<file path="src/rtl/fetch_unit_pkg.sv">
// Shared constants and state encoding for the instruction fetch stage.
package fetch_unit_pkg;

    localparam logic [31:0] NOP_INSTR = 32'h0000_0013;
    localparam logic [31:0] PC_INCR   = 32'd4;

    typedef enum logic [2:0] {
        ST_SETUP = 3'd0,
        ST_REQ   = 3'd1,
        ST_WAIT  = 3'd2,
        ST_DRAIN = 3'd3,
        ST_FULL  = 3'd4
    } fetch_state_t;

    function automatic logic [31:0] word_align(input logic [31:0] addr);
        return {addr[31:2], 2'b00};
    endfunction

endpackage

</file>
<file path="src/rtl/fetch_unit.sv">
// Instruction fetch: owns the PC, issues single outstanding IROM reads and
// holds one registered instruction (with PC and PC+4) for decode.
module fetch_unit
    import fetch_unit_pkg::*;
#(
    parameter logic [31:0] RESET_PC = 32'h0000_0000,
    parameter logic [31:0] NOP_WORD = NOP_INSTR
) (
    input  logic        clk,
    input  logic        rst_n,
    input  logic        setup,
    input  logic [31:0] boot_addr,
    input  logic        stall,
    input  logic        redirect_valid,
    input  logic [31:0] redirect_addr,
    output logic        imem_req,
    output logic [31:0] imem_addr,
    input  logic [31:0] imem_rdata,
    input  logic        imem_rvalid,
    output logic [31:0] instr_out,
    output logic [31:0] instr_pc,
    output logic [31:0] instr_pc_plus4,
    output logic        instr_valid,
    output logic        fetch_misaligned
);

    fetch_state_t state;
    logic [31:0]  pc;
    logic [31:0]  target;
    logic         redirect_take;

    assign target        = word_align(redirect_addr);
    assign redirect_take = !setup && redirect_valid && (state != ST_SETUP);

    // A request goes out from REQ, or from FULL in the same cycle the held
    // instruction is consumed; a redirect that cycle cancels it.
    assign imem_req  = !setup && !redirect_valid &&
                       ((state == ST_REQ) || ((state == ST_FULL) && !stall));
    assign imem_addr = pc;

    always_ff @(posedge clk or negedge rst_n) begin
        if (!rst_n) begin
            state            <= ST_SETUP;
            pc               <= RESET_PC;
            instr_valid      <= 1'b0;
            instr_out        <= NOP_WORD;
            instr_pc         <= 32'h0000_0000;
            instr_pc_plus4   <= PC_INCR;
            fetch_misaligned <= 1'b0;
        end else begin
            fetch_misaligned <= redirect_take && (redirect_addr[1:0] != 2'b00);
            if (setup) begin
                state       <= ST_SETUP;
                pc          <= word_align(boot_addr);
                instr_valid <= 1'b0;
                instr_out   <= NOP_WORD;
            end else begin
                case (state)
                    ST_SETUP: state <= ST_REQ;
                    ST_REQ: begin
                        if (redirect_valid) pc <= target;
                        else                state <= ST_WAIT;
                    end
                    ST_WAIT: begin
                        if (redirect_valid) begin
                            pc    <= target;
                            state <= imem_rvalid ? ST_REQ : ST_DRAIN;
                        end else if (imem_rvalid) begin
                            instr_out      <= imem_rdata;
                            instr_pc       <= pc;
                            instr_pc_plus4 <= pc + PC_INCR;
                            instr_valid    <= 1'b1;
                            pc             <= pc + PC_INCR;
                            state          <= ST_FULL;
                        end
                    end
                    // Stale response still in flight: swallow it before refetching.
                    ST_DRAIN: begin
                        if (redirect_valid) pc <= target;
                        if (imem_rvalid)    state <= ST_REQ;
                    end
                    ST_FULL: begin
                        if (redirect_valid) begin
                            instr_valid <= 1'b0;
                            instr_out   <= NOP_WORD;
                            pc          <= target;
                            state       <= ST_REQ;
                        end else if (!stall) begin
                            instr_valid <= 1'b0;
                            instr_out   <= NOP_WORD;
                            state       <= ST_WAIT;
                        end
                    end
                    default: state <= ST_SETUP;
                endcase
            end
        end
    end

endmodule

</file>
<file path="config.mk">
export PLATFORM = sky130hd
export DESIGN_NAME = fetch_unit
export DESIGN_NICKNAME = d
export VERILOG_FILES = /design/src/rtl/fetch_unit_pkg.sv /design/src/rtl/fetch_unit.sv
export SDC_FILE = /design/constraint.sdc
export NUM_CORES = 1
export LEC_CHECK = 0
export BUFFER_PORTS_ARGS = -buffer_cell sky130_fd_sc_hd__buf_2
export CORE_MARGIN = 2
export CORE_UTILIZATION = 45
export CTS_CLUSTER_DIAMETER = 120
export DETAILED_ROUTE_END_ITERATION = 16
export HOLD_SLACK_MARGIN = 0.15
export PLACE_DENSITY = 0.88
export RECOVER_POWER = 25
export SYNTH_ARGS = -nofsm -noshare
export SYNTH_HDL_FRONTEND = slang
export SYNTH_SLANG_ARGS = --single-unit
</file>
<file path="constraint.sdc">
create_clock -name clk -period 2.31 [get_ports clk]
set_input_delay 0.462 -clock clk [delete_from_list [all_inputs] [get_ports clk]]
set_output_delay 0.462 -clock clk [all_outputs]
set_load 0.02 [all_outputs]
</file>
==> results of run 1 <==
[sequential cells by signal (all words and copies together) (netlist names)]
| register | cells |
|---|---|
| instr_pc | 30 |
| state | 3 |
| imem_addr | 30 |
| instr_pc_plus4 | 30 |
| fetch_misaligned | 1 |
| instr_out | 32 |
| instr_valid | 1 |
[timing repair]
item                                   CTS  global route
endpoints found under the hold margin   54             0
hold buffers                             1             0
setup endpoints to repair                1             2
gates resized for setup                  1             3
[worst paths after layout]
kind	startpoint	end	cells past startpoint
worst max-delay path	imem_addr[12]$_DFFE_PN0P_	imem_addr[30]$_DFFE_PN0P_	6
worst min-delay path	imem_rdata[3]	instr_out[3]$_DFFE_PN0P_	2
worst max register to register	imem_addr[12]$_DFFE_PN0P_	imem_addr[30]$_DFFE_PN0P_	6
worst min register to register	instr_out[4]$_DFFE_PN1P_	instr_out[4]$_DFFE_PN1P_	2
max in group asynchronous	rst_n	imem_addr[27]$_DFFE_PN0P_	3
min in group asynchronous	rst_n	instr_pc_plus4[5]$_DFFE_PN0P_	2
[layout make-up]
type / instances / share of cell area [%]
multi-input cells: 469 / 33.6
inverters: 12 / 0.540
clock buffers: 27 / 6.15
flip-flops and latches: 127 / 38.2
clock inverters: 5 / 0.630
repair buffers: 272 / 18.3
diodes: 1 / 0.0300
well taps: 176 / 2.64
[synthesized netlist by cell type, types with 2 or more instances]
library cell                instances
sky130_fd_sc_hd__or4_1              2
sky130_fd_sc_hd__o2bb2ai_1          5
sky130_fd_sc_hd__mux2i_1            5
sky130_fd_sc_hd__nor4_1            10
sky130_fd_sc_hd__a22o_1            29
sky130_fd_sc_hd__o221ai_1           2
sky130_fd_sc_hd__inv_1             12
sky130_fd_sc_hd__a2111oi_0          3
sky130_fd_sc_hd__nand2b_1           2
sky130_fd_sc_hd__a221oi_1           5
sky130_fd_sc_hd__o22a_1             4
sky130_fd_sc_hd__o211a_1            5
sky130_fd_sc_hd__a21oi_1           23
sky130_fd_sc_hd__nor2_1            51
sky130_fd_sc_hd__and2_1             6
sky130_fd_sc_hd__o21a_1             6
sky130_fd_sc_hd__a211o_1            5
sky130_fd_sc_hd__nor3_1            10
sky130_fd_sc_hd__clkbuf_1          45
sky130_fd_sc_hd__nor2b_1            3
sky130_fd_sc_hd__buf_2              4
sky130_fd_sc_hd__and3_1             9
sky130_fd_sc_hd__nor3b_1            3
sky130_fd_sc_hd__nand2_1          133
sky130_fd_sc_hd__dfrtp_1          123
sky130_fd_sc_hd__xor2_1             8
sky130_fd_sc_hd__nor3_2             4
sky130_fd_sc_hd__a2bb2oi_1          2
sky130_fd_sc_hd__o21ai_0           39
sky130_fd_sc_hd__buf_4              6
sky130_fd_sc_hd__dfstp_2            4
sky130_fd_sc_hd__a21o_1             2
sky130_fd_sc_hd__and4_1             3
sky130_fd_sc_hd__a31oi_1            9
sky130_fd_sc_hd__nand3_1           17
sky130_fd_sc_hd__or3_1              5
sky130_fd_sc_hd__xnor2_1           19
sky130_fd_sc_hd__buf_6              2
sky130_fd_sc_hd__a211oi_1           7
sky130_fd_sc_hd__nand4_1            5
[stage by stage]
step / instances / utilization (%) / total power [mW] / setup slack, ns
after global placement: 1055 / 58.2 / 4.49 / 0.0856
after detailed placement: 1055 / 58.2 / 4.53 / 0.0445
final: 1089 / 62.5 / 7.06 / 0.110
after global routing: 1088 / 62.5 / 7.38 / 0.00516
after floorplan: 666 / - / 3.76 / 0.0312
after CTS: 1088 / 62.5 / 7.10 / 0.0105
[worst max-delay path, cell delays in order (launching register included)]
cell                      delay [ns]
sky130_fd_sc_hd__dfrtp_1        0.37
sky130_fd_sc_hd__nand4_2        0.20
sky130_fd_sc_hd__or4_4          0.63
sky130_fd_sc_hd__buf_4          0.21
sky130_fd_sc_hd__nor4_4         0.36
sky130_fd_sc_hd__a31oi_1        0.13
sky130_fd_sc_hd__o22a_1         0.19
[layer usage]
layer	part of all wire [%]	wire (microns)	vias to the layer above
li1	-	-	2805
met1	41	8050	2891
met2	48	9430	334
met3	9.3	1840	34
met4	2.1	423	0
met5	0	0	-
[logic make-up after synthesis]
logic type      share of synthesized area, %
mux                                    0.987
other cells                           0.0604
buf+inv                                 4.92
simple gates                            20.7
flops                                   51.3
compound gates                          18.0
xor+xnor                                3.81
fa+ha+maj                              0.201
[report_power, final]
group	total [mW]	switching [mW]	leakage (nW)	internal, mW
logic	1.72	1.09	2.38	0.625
registers	2.79	0.261	1.64	2.53
clock network	2.55	0.935	0.277	1.62
total	7.06	2.29	4.31	4.78
==> run summary, run 1 <==
Global routing used 27.0% of the available tracks. Clock period minus worst slack: 2.20 ns. After synthesis, the netlist uses 64 different library cells. In the final layout, the multi-input gates occupy 2800 sq um. The total clock sinks was 127; the total clock buffers created by CTS was 17.

The routing layer with the top usage in global route was met2. The final routed DRC violation total was 0; the number of global-route vias before repair was 5,875. Data on the critical path arrives at its endpoint at 2.50 ns. Buffer cell driving the clock tree root: sky130_fd_sc_hd__clkbuf_16.

The floorplan step defined a die boundary enclosing 14,800 sq um. The leakage power total is 4.31 nW. The final instance area came out at 8340 sq um.

Headroom to the max-slew limit came out at 55.8%. The initial utilization of the core area, before any placement, comes to 46.5%. Met3 layer usage reported by global route: 7.33%. Entering global routing, the biggest net connects 61 pins.

The met1 capacity usage during global routing was 34.8%; the final net count was 1,002. During synthesis, Yosys emitted a total of 0 warnings. For this run, the top clock speed supported by timing is 0.455 GHz. The number of endpoints with negative hold slack in the final report was 0.

Class of the most critical setup path: reg2reg. Global routing used 43.9% of the available met2 tracks. The number of enable flip-flop cells after synthesis was 0. The path type of the worst min-delay path was in2reg. Dividing the synthesized area by the synthesized cell count gives 9.39 sq um. After synthesis, the largest area contributor takes up 49.6% of total cell area. Setup repair after global routing left no endpoint under its margin.

The run gives 0.41 ns as the clock latency on the worst-skew pair. The post-CTS setup-driven buffer insertion count was 0; the remaining global-route overflow was 0. The first global-routing pass estimated 30.5 mm of wire. Leaving out fill and tap cells, the most frequent cells in the layout are sky130_fd_sc_hd__buf_2, sky130_fd_sc_hd__nand2_1, sky130_fd_sc_hd__dfrtp_1, sky130_fd_sc_hd__nor2_1, sky130_fd_sc_hd__buf_4.

On the final layout, the worst hold slack is 0.263 ns. The run finished with clean final reports. The total placed instance area is 7760 sq um, and the share of layout cells above drive strength 1 is 35.3%. Measured along the y axis, the die boundary spans 121 microns.

In this run the remaining antenna-violating nets after routing total 0. Power spread over the standard cell area amounts to 846 nW/um^2. After synthesis, flip-flops and latches occupy 51.3% of the total area.

Yosys attributes the largest share of cell area to sky130_fd_sc_hd__dfrtp_1, sky130_fd_sc_hd__nand2_1, sky130_fd_sc_hd__a22o_1. In the final routed layout, each cell accounts on average for 18.1 microns. The largest total area in the synthesized netlist belongs to sky130_fd_sc_hd__dfrtp_1. Summing over every cut layer, the via total after detailed routing is 6,064. In this run the register-to-register setup slack is 0.11 ns. The tools report the endpoint class of the critical path as a register. The slew at the pin closest to its max-slew limit is 0.662 ns. IR analysis of the VDD net gives a maximum drop of 0.000500 V.

In the synthesized netlist the dominant register cell turns out to be sky130_fd_sc_hd__dfrtp_1. Max-cap violations in this run came to 0. TritonCTS built the clock tree.

Synthesis produced 661 cells. For the number of antenna violations at the first check in global routing, the log shows 1. Setup violations remaining at the end of the flow were counted as 0. The number of vias per cell works out to 5.57. The routability-driven placement congestion ratio came out at 0.906. The count of pins over their slew limit was 0. The first-pass iteration count of the detailed router is 4. The share of the clock period used by the worst path after layout is 95.2%. The area overhead of the layout relative to synthesis works out to 34.4%. After clock tree synthesis, the clock-pin slew on the worst setup and hold paths is 0.06 ns.

Detailed placement ended at an HPWL of 14.4 mm. Of all nets on the critical path, the largest fanout is 9. The logs give 2.61 ns for the data required time at the worst endpoint and 13,300 sq um for the total core area. Buffers placed on the I/O ports in this run total 224.

For the final routed database, the setup TNS stands at 0 ns. The number of storage elements in the synthesis netlist works out to 127. After filler insertion, the fill cell instance count of the layout stands at 1,122.

The floorplan has 42 rows. The tools report the critical path startpoint category as a register. The routed design has 19.7 mm of wire. During I/O placement, the number of pins put on the boundary was 233. The logs give 4 for the deepest level of the CTS H-tree and 555 for the violation count after the first detailed-route iteration. The longest clock path from root to sink contains 2 buffers. The most frequent standard cell in the layout excluding fill and tap cells was sky130_fd_sc_hd__buf_2. The cell area that synthesis handed to floorplanning was 6210 sq um. Summing all flip-flop and latch instances after layout gives 3190 sq um.

The worst-case clock skew was 0.0122 ns; the async set or reset register ratio after synthesis was 100%. Measured along the x axis, the die boundary spans 121 microns.
(Power assumes the default switching activity.)
==> run 2, diff against run 1 <==
ABC_CLOCK_PERIOD_IN_PS = 2310   (was unset)
CORE_MARGIN = 1   (was 2)
==> run 2 against run 1 <==
Net effect: sequential share of layout area is essentially flat; register-to-register slack gained 0.03 ns; clock skew shrank 0.0044 ns; global-route usage grew 1.5 points; non-clock buffer count grew 10; count of clock-buffer cells in the layout shrank 1; combinational power grew 3%; flip-flop and latch count is the same; die area shrank 3.3%; via count shrank 0.86%; setup slack gained 0.027 ns; cell count grew 0.83%; critical path type unchanged; largest cell class unchanged.
==> run summary, run 2 (synthesis gave the netlist of run 1 again) <==
The worst-case clock skew was 0.00776 ns (was 0.0122 ns); the deepest level of the CTS H-tree was 4 (unchanged). The tools report the part of the power in combinational logic as 25.6% (was 24.3%). The maximum buffer depth of the clock tree is 2 (unchanged), and the post-CTS clock slew at the launch and capture registers of the worst setup and hold paths is 0.06 ns (about the same). The post-CTS setup-driven buffer insertion count was 0 (unchanged). The tools report the starting utilization of the core area as 46.5% (unchanged). The tools report the setup slack of the critical path after layout as 0.137 ns (was 0.110 ns). TritonCTS built the clock tree.

The path type of the worst min-delay path is in2reg (unchanged). The total of endpoints with negative setup slack in the final report is 0 (unchanged). The number of vias per cell works out to 5.48 (was 5.57). The number of violations of the max-capacitance limit is 0 (unchanged). The tools report the total clock sinks as 127 (unchanged). The most frequent standard cell in the layout excluding fill and tap cells is sky130_fd_sc_hd__buf_2 (unchanged). The power share of the clock group is 34.8% (was 36.2%).

The tools report the number of placement rows as 42 (unchanged). The clock latency on the worst-skew pair is 0.42 ns (was 0.41 ns), and the average wire length per cell after detail routing is 17.6 microns (was 18.1 microns). The tools report the number of antenna diodes as 0 (was 1).

The worst ir drop on vdd is 0.000616 V (was 0.000500 V). The via total after detailed routing came out at 6,012 (was 6,064). The maximum fanout along the worst path was 10 (was 9). Setup repair after global routing left no endpoint under its margin. The number of top-level design ports is 233 (unchanged).

The proportion of total power due to net switching is 33.0% (was 32.4%), and the detailed-route wire length is 19.3 mm (was 19.7 mm). Slew at the pin closest to its max-slew limit: 1.18 ns (was 0.662 ns). The endpoint class of the critical path was a register (unchanged). Total core area: 13,300 sq um (unchanged). Class of the most critical setup path: reg2reg (unchanged).

The final routed DRC violation total is 0 (unchanged), and the post-route core utilization is 62.6% (was 62.5%). The register name with the most flops is instr_out (unchanged). The number of endpoints with negative hold slack in the final report was 0 (unchanged). The leakage power total was 4.33 nW (was 4.31 nW); the total global-route track usage was 28.4% (was 27.0%).

The first-pass iteration count of the detailed router was 7 (was 4). Data required time at the worst endpoint: 2.61 ns (about the same). The flip-flop count of the largest register after layout was 32 (unchanged); the number of antenna violations at the first check in global routing was 1 (unchanged). The remaining global-route overflow is 0 (unchanged).

The violation count after the first detailed-route iteration is 522 (was 555), and the die width is 119 microns (was 121 microns). The relative max-transition margin came out at 21.1% (was 55.8%). The clock period minus worst slack is 2.17 ns (was 2.20 ns), and the power per cell area is 832 nW/um^2 (was 846 nW/um^2). For the half-perimeter wire length after placement, the log shows 14.1 mm (was 14.4 mm). The run gives 39.7% (was 39.6%) as the sequential share of power. Largest net degree at the start of global routing: 80 (was 61). Highest-count cells in the layout ignoring fill and taps: sky130_fd_sc_hd__buf_2, sky130_fd_sc_hd__nand2_1, sky130_fd_sc_hd__dfrtp_1, sky130_fd_sc_hd__buf_4, sky130_fd_sc_hd__nor2_1 (was sky130_fd_sc_hd__buf_2, sky130_fd_sc_hd__nand2_1, sky130_fd_sc_hd__dfrtp_1, sky130_fd_sc_hd__nor2_1, sky130_fd_sc_hd__buf_4). The number of global-route vias before repair was 5,862 (was 5,875).

The run gives 0 (unchanged) as the residual antenna-violating net count after detailed routing. The count of pins over their slew limit is 0 (unchanged). Top achievable clock speed: 0.460 GHz (was 0.455 GHz). The total clock buffers created by CTS came out at 17 (unchanged).

The count of input and output buffers is 224 (unchanged). The tools report the fill cell instance count of the final layout as 1,174 (was 1,122). The overall power was 6.95 mW (was 7.06 mW).

The buffer cell driving the clock tree root is sky130_fd_sc_hd__clkbuf_16 (unchanged). For the internal power summed over all cells, the log shows 4.66 mW (was 4.78 mW). The critical path startpoint category was a register (unchanged). The area of the die was 14,300 sq um (was 14,800 sq um); the share of the clock period used by the worst path after layout was 94.1% (was 95.2%). For the pre-CTS setup slack, the log shows 0.0160 ns (was 0.0445 ns). The final net count was 1,012 (was 1,002); the data arrival time of the critical path was 2.47 ns (was 2.50 ns). The die span in y is 119 microns (was 121 microns).

The total negative setup slack is 0 ns (unchanged). The worst hold slack after final layout was 0.257 ns (was 0.263 ns). The area overhead of the layout relative to synthesis is 34.5% (was 34.4%). For the power dissipated by switching net loads, the log shows 2.29 mW (about the same). Share of layout cells above drive strength 1: 35.9% (was 35.3%).

The flow ran to the end, and the final reports show no timing, DRC or antenna violations. The routability-driven placement congestion ratio was 0.870 (was 0.906); the first-pass GRT wire length was 30.8 mm (was 30.5 mm).
[run 2: cell count changes in the layout (fill, tap and decap cells not counted), sizes merged]
cell,delta
buf,+9
bufinv,-1
diode,-1
clkinv,+2
[run 2: final cells by class]
cell class | instances | area (sq um) | area share, %
clock inverter | 6 | 32.5 | 0.389
sequential | 127 | 3190 | 38.1
clock buffer | 26 | 499 | 5.98
tap | 176 | 220 | 2.64
multi-input combinational | 469 | 2790 | 33.4
inverter | 12 | 45.0 | 0.539
timing repair buffer | 282 | 1580 | 18.9
[run 2: worst paths after layout]
path                                            from                            end  slack (ns)  cells past startpoint
setup / recovery           imem_addr[12]$_DFFE_PN0P_      imem_addr[29]$_DFFE_PN0P_        0.14                      7
hold / removal                         boot_addr[18]      imem_addr[18]$_DFFE_PN0P_        0.26                      3
setup reg to reg           imem_addr[12]$_DFFE_PN0P_      imem_addr[29]$_DFFE_PN0P_        0.14                      7
hold reg to reg             instr_out[4]$_DFFE_PN1P_       instr_out[4]$_DFFE_PN1P_        0.46                      2
max in group asynchronous                      rst_n       imem_addr[3]$_DFFE_PN0P_        0.61                      3
min in group asynchronous                      rst_n  instr_pc_plus4[7]$_DFFE_PN0P_        0.94                      3
[run 2: timing repair]
| action | in CTS | in global routing |
|---|---|---|
| gates resized for setup | 0 | 2 |
| endpoints found under the setup margin | 0 | 4 |
| hold buffers | 1 | 0 |
| hold endpoints to repair | 76 | 0 |
[run 2: worst max-delay path: stages, from the launching register on]
cell and delay (ns):
sky130_fd_sc_hd__dfrtp_1 0.36, sky130_fd_sc_hd__nand4_2 0.17, sky130_fd_sc_hd__or4_4 0.66, sky130_fd_sc_hd__buf_4 0.21, sky130_fd_sc_hd__nor3_1 0.25, sky130_fd_sc_hd__buf_4 0.18, sky130_fd_sc_hd__nand3_1 0.08, sky130_fd_sc_hd__o211a_1 0.14
[run 2: power groups by stage]
| stage | registers, mW | clock network, mW | logic [mW] |
|---|---|---|---|
| after CTS | 2.75 | 2.45 | 1.79 |
| final | 2.76 | 2.42 | 1.78 |
| after global placement | 2.77 | 0 | 1.74 |
| after floorplan | 3.16 | 0 | 0.605 |
| after detailed placement | 2.79 | 0 | 1.78 |
| after global routing | 2.80 | 2.55 | 1.92 |
[run 2: through the flow]
| stage | instance area, sq um | cells |
|---|---|---|
| after floorplan | 6240 | 666 |
| after global placement | 7830 | 1065 |
| after detailed placement | 7830 | 1065 |
| after CTS | 8370 | 1098 |
| after global routing | 8350 | 1098 |
| final | 8350 | 1098 |
[run 2: layer usage]
metal  global-route usage (%)  wire (microns)  up-vias
met5                        0              13        -
met2                     46.4            9330      288
met3                     6.99            1640       36
met4                     10.9             456        2
met1                     36.4            7900     2870
li1                         -               -     2816
==> run 3, diff against run 2 <==
ABC_CLOCK_PERIOD_IN_PS = 2400   (was 2310)
CORE_UTILIZATION = 50   (was 45)
PLACE_DENSITY = 0.92   (was 0.88)
clock period = 2.4 ns   (was 2.31 ns; I/O delays follow)
==> run 3 against run 2 <==
Net effect: maximum frequency shrank 5.4%; global-route usage increased by 3.3 points; highest routed layer is now met4; total power increased by 0.94%; cell count shrank 1.5%; design area is 0.10% higher; first-iteration DRC count grew 17%; critical endpoint is now imem_addr[27]$_DFFE_PN0P_.
==> run summary, run 3 (synthesis gave the netlist of run 1 again) <==
The logs give 0.00945 ns (was 0.0160 ns) for the pre-CTS setup slack and 0 (unchanged) for the count of pins over their slew limit. The residual antenna-violating net count after detailed routing was 0 (unchanged). Setup repair after global routing left no endpoint under its margin. The tools report the via total after detailed routing as 6,116 (was 6,012). For the number of placement rows, the log shows 40 (was 42). For the fill cell instance count of the final layout, the log shows 947 (was 1,174). The tools report the beginning of the critical path as imem_addr[11]$_DFFE_PN0P_ (was imem_addr[12]$_DFFE_PN0P_).

For the number of antenna violations at the first check in global routing, the log shows 3 (was 1). The setup slack of the critical path after layout came out at 0.103 ns (was 0.137 ns). The tools report the met3 layer usage reported by global route as 8.61% (was 6.99%).

For the final standard cell count with taps included and fillers excluded, the log shows 1,082 (was 1,098). Highest-count cells in the layout ignoring fill and taps: sky130_fd_sc_hd__buf_2, sky130_fd_sc_hd__nand2_1, sky130_fd_sc_hd__dfrtp_1, sky130_fd_sc_hd__nor2_1, sky130_fd_sc_hd__buf_4 (was sky130_fd_sc_hd__buf_2, sky130_fd_sc_hd__nand2_1, sky130_fd_sc_hd__dfrtp_1, sky130_fd_sc_hd__buf_4, sky130_fd_sc_hd__nor2_1). The area overhead of the layout relative to synthesis was 34.7% (was 34.5%). The post-CTS clock slew at the launch and capture registers of the worst setup and hold paths works out to 0.06 ns (about the same). The run gives 12,900 sq um (was 14,300 sq um) as the area of the die. The flip-flop count of the largest register after layout was 32 (unchanged). The tools report the number of placed instances, taps included as 1,046 (was 1,065). The tools report the data arrival time of the critical path as 2.64 ns (was 2.47 ns). The number of top-level design ports is 233 (unchanged). Worst hold slack after final layout: 0.271 ns (was 0.257 ns). The total global-route track usage is 31.7% (was 28.4%), and the total of endpoints with negative setup slack in the final report is 0 (unchanged).

Endpoint class of the critical path: a register (unchanged). Most frequent standard cell in the layout excluding fill and tap cells: sky130_fd_sc_hd__buf_2 (unchanged). The buffer cell driving the clock tree root was sky130_fd_sc_hd__clkbuf_16 (unchanged).

The die span in y came out at 113 microns (was 119 microns). Cell breakdown of the critical path: nand4_2 > or4_4 > buf_4 > o21ai_0 > a31oi_1 > nor3_1 (was nand4_2 > or4_4 > buf_4 > nor3_1 > buf_4 > nand3_1 > o211a_1). For the clock latency on the worst-skew pair, the log shows 0.42 ns (about the same). The data required time at the worst endpoint is 2.74 ns (was 2.61 ns). The tools report the half-perimeter wire length after placement as 14.2 mm (was 14.1 mm). The power per cell area came out at 839 nW/um^2 (was 832 nW/um^2). The register name with the most flops was instr_out (unchanged). The maximum buffer depth of the clock tree is 2 (unchanged). The slew at the pin closest to its max-slew limit was 0.790 ns (was 1.18 ns); the remaining global-route overflow was 0 (unchanged). The tools report the origin of the worst min-delay path as imem_rdata[25] (was boot_addr[18]). The worst-case clock skew came out at 0.00867 ns (was 0.00776 ns). The worst stage delay on the critical path was 0.59 ns (was 0.66 ns); the final net count was 1,001 (was 1,012).

The worst-path cell with the longest stage delay is sky130_fd_sc_hd__or4_4 (unchanged). The average wire length per cell after detail routing was 18.2 microns (was 17.6 microns). For the detailed-route wire length, the log shows 19.7 mm (was 19.3 mm).

The total clock buffers created by CTS was 17 (unchanged); the share of the clock period used by the worst path after layout was 95.7% (was 94.1%). The tools report the global-route track usage on met2 as 51.9% (was 46.4%). The number of global-route vias before repair is 5,972 (was 5,862).

The run gives 0 (unchanged) as the number of endpoints with negative hold slack in the final report. Gate family responsible for the most delay along the worst path: simple AND/OR/NAND/NOR gates (unchanged). The run gives 12,100 sq um (was 13,300 sq um) as the total core area. Clock period minus worst slack: 2.30 ns (was 2.17 ns). The violation count after the first detailed-route iteration is 611 (was 522), and the die width is 113 microns (was 119 microns). The routing layer with the top usage in global route was met2 (unchanged).

The critical register-to-register path startpoint was imem_addr[11]$_DFFE_PN0P_ (was imem_addr[12]$_DFFE_PN0P_). The tools report the relative max-transition margin as 47.3% (was 21.1%). Path type of the worst min-delay path: in2reg (unchanged). For the number of violations of the max-capacitance limit, the log shows 0 (unchanged). The routability-driven placement congestion ratio was 0.922 (was 0.870); the total negative setup slack was 0 ns (unchanged). The number of buffers and inverters on the critical path works out to 1 (was 2). The post-route core utilization was 69.3% (was 62.6%).

Top achievable clock speed: 0.435 GHz (was 0.460 GHz). The starting utilization of the core area was 51.5% (was 46.5%). The run finished with clean final reports. The logs give 39.5% (was 36.4%) for the met1 capacity usage during global routing and 5 (was 7) for the first-pass iteration count of the detailed router. The register-to-register setup slack was 0.10 ns (was 0.14 ns).

For the post-CTS setup-driven buffer insertion count, the log shows 0 (unchanged). The critical path startpoint category was a register (unchanged). The count of input and output buffers is 224 (unchanged). The largest net degree at the start of global routing was 59 (was 80). The class of the most critical setup path was reg2reg (unchanged). The logs give 0.000602 V (was 0.000616 V) for the worst ir drop on vdd and 31.0 mm (was 30.8 mm) for the first-pass GRT wire length. The maximum fanout along the worst path is 12 (was 10), and the leakage power total is 4.32 nW (was 4.33 nW). TritonCTS built the clock tree. The tools report the final routed DRC violation total as 0 (unchanged). The share of layout cells above drive strength 1 works out to 35.2% (was 35.9%). The tools report the total clock sinks as 127 (unchanged).

The number of vias per cell came out at 5.65 (was 5.48). The run gives 4 (unchanged) as the deepest level of the CTS H-tree.
run 3: path summary, 6_finish.rpt:
kind	endpoint	cells after the start
min	instr_out[25]$_DFFE_PN0P_	2
max reg2reg	imem_addr[27]$_DFFE_PN0P_	6
max in group asynchronous	imem_addr[24]$_DFFE_PN0P_	3
max	imem_addr[27]$_DFFE_PN0P_	6
min in group asynchronous	instr_pc[5]$_DFFE_PN0P_	2
min reg2reg	instr_out[4]$_DFFE_PN1P_	2
run 3: per-stage QoR:
step,total power [mW],instance area (sq um)
detailed placement,4.35,7730
floorplan,3.62,6230
CTS,7.03,8360
finish,7.02,8360
global route,7.30,8360
global placement,4.29,7730
run 3: worst reg2reg max path, delay by kind of cell (launching register included):
kind	cells	cell delay, ns
AOI/OAI and AO/OA	2	0.56
buffers and inverters	1	0.22
DFF	1	0.46
and+or+nand+nor	3	0.98
run 3: routing by layer:
metal	up-vias	part of all wire (%)
met5	-	0
met4	0	3.5
met3	59	8.9
met2	349	48
met1	2923	40
li1	2785	-
run 3: repair_timing:
| item | in CTS | in global routing |
|---|---|---|
| hold buffers | 1 | 0 |
| endpoints found under the setup margin | 0 | 8 |
| hold endpoints to repair | 27 | 0 |
| gates resized for setup | 0 | 2 |
run 3: layout make-up:
class                      instances  area [sq um]  area share [%]
clock inverter                    10           134            1.60
timing repair buffer             271          1500            17.9
inverter                          12          45.0           0.539
antenna                            3          7.51          0.0898
tap                              168           210            2.51
multi-input combinational        469          2800            33.5
clock buffer                      22           484            5.79
sequential                       127          3180            38.1
run 3: power by group:
group | switching, mW | total [mW] | internal (mW)
clock | 0.944 | 2.68 | 1.74
combinational | 1.04 | 1.64 | 0.593
sequential | 0.264 | 2.70 | 2.44
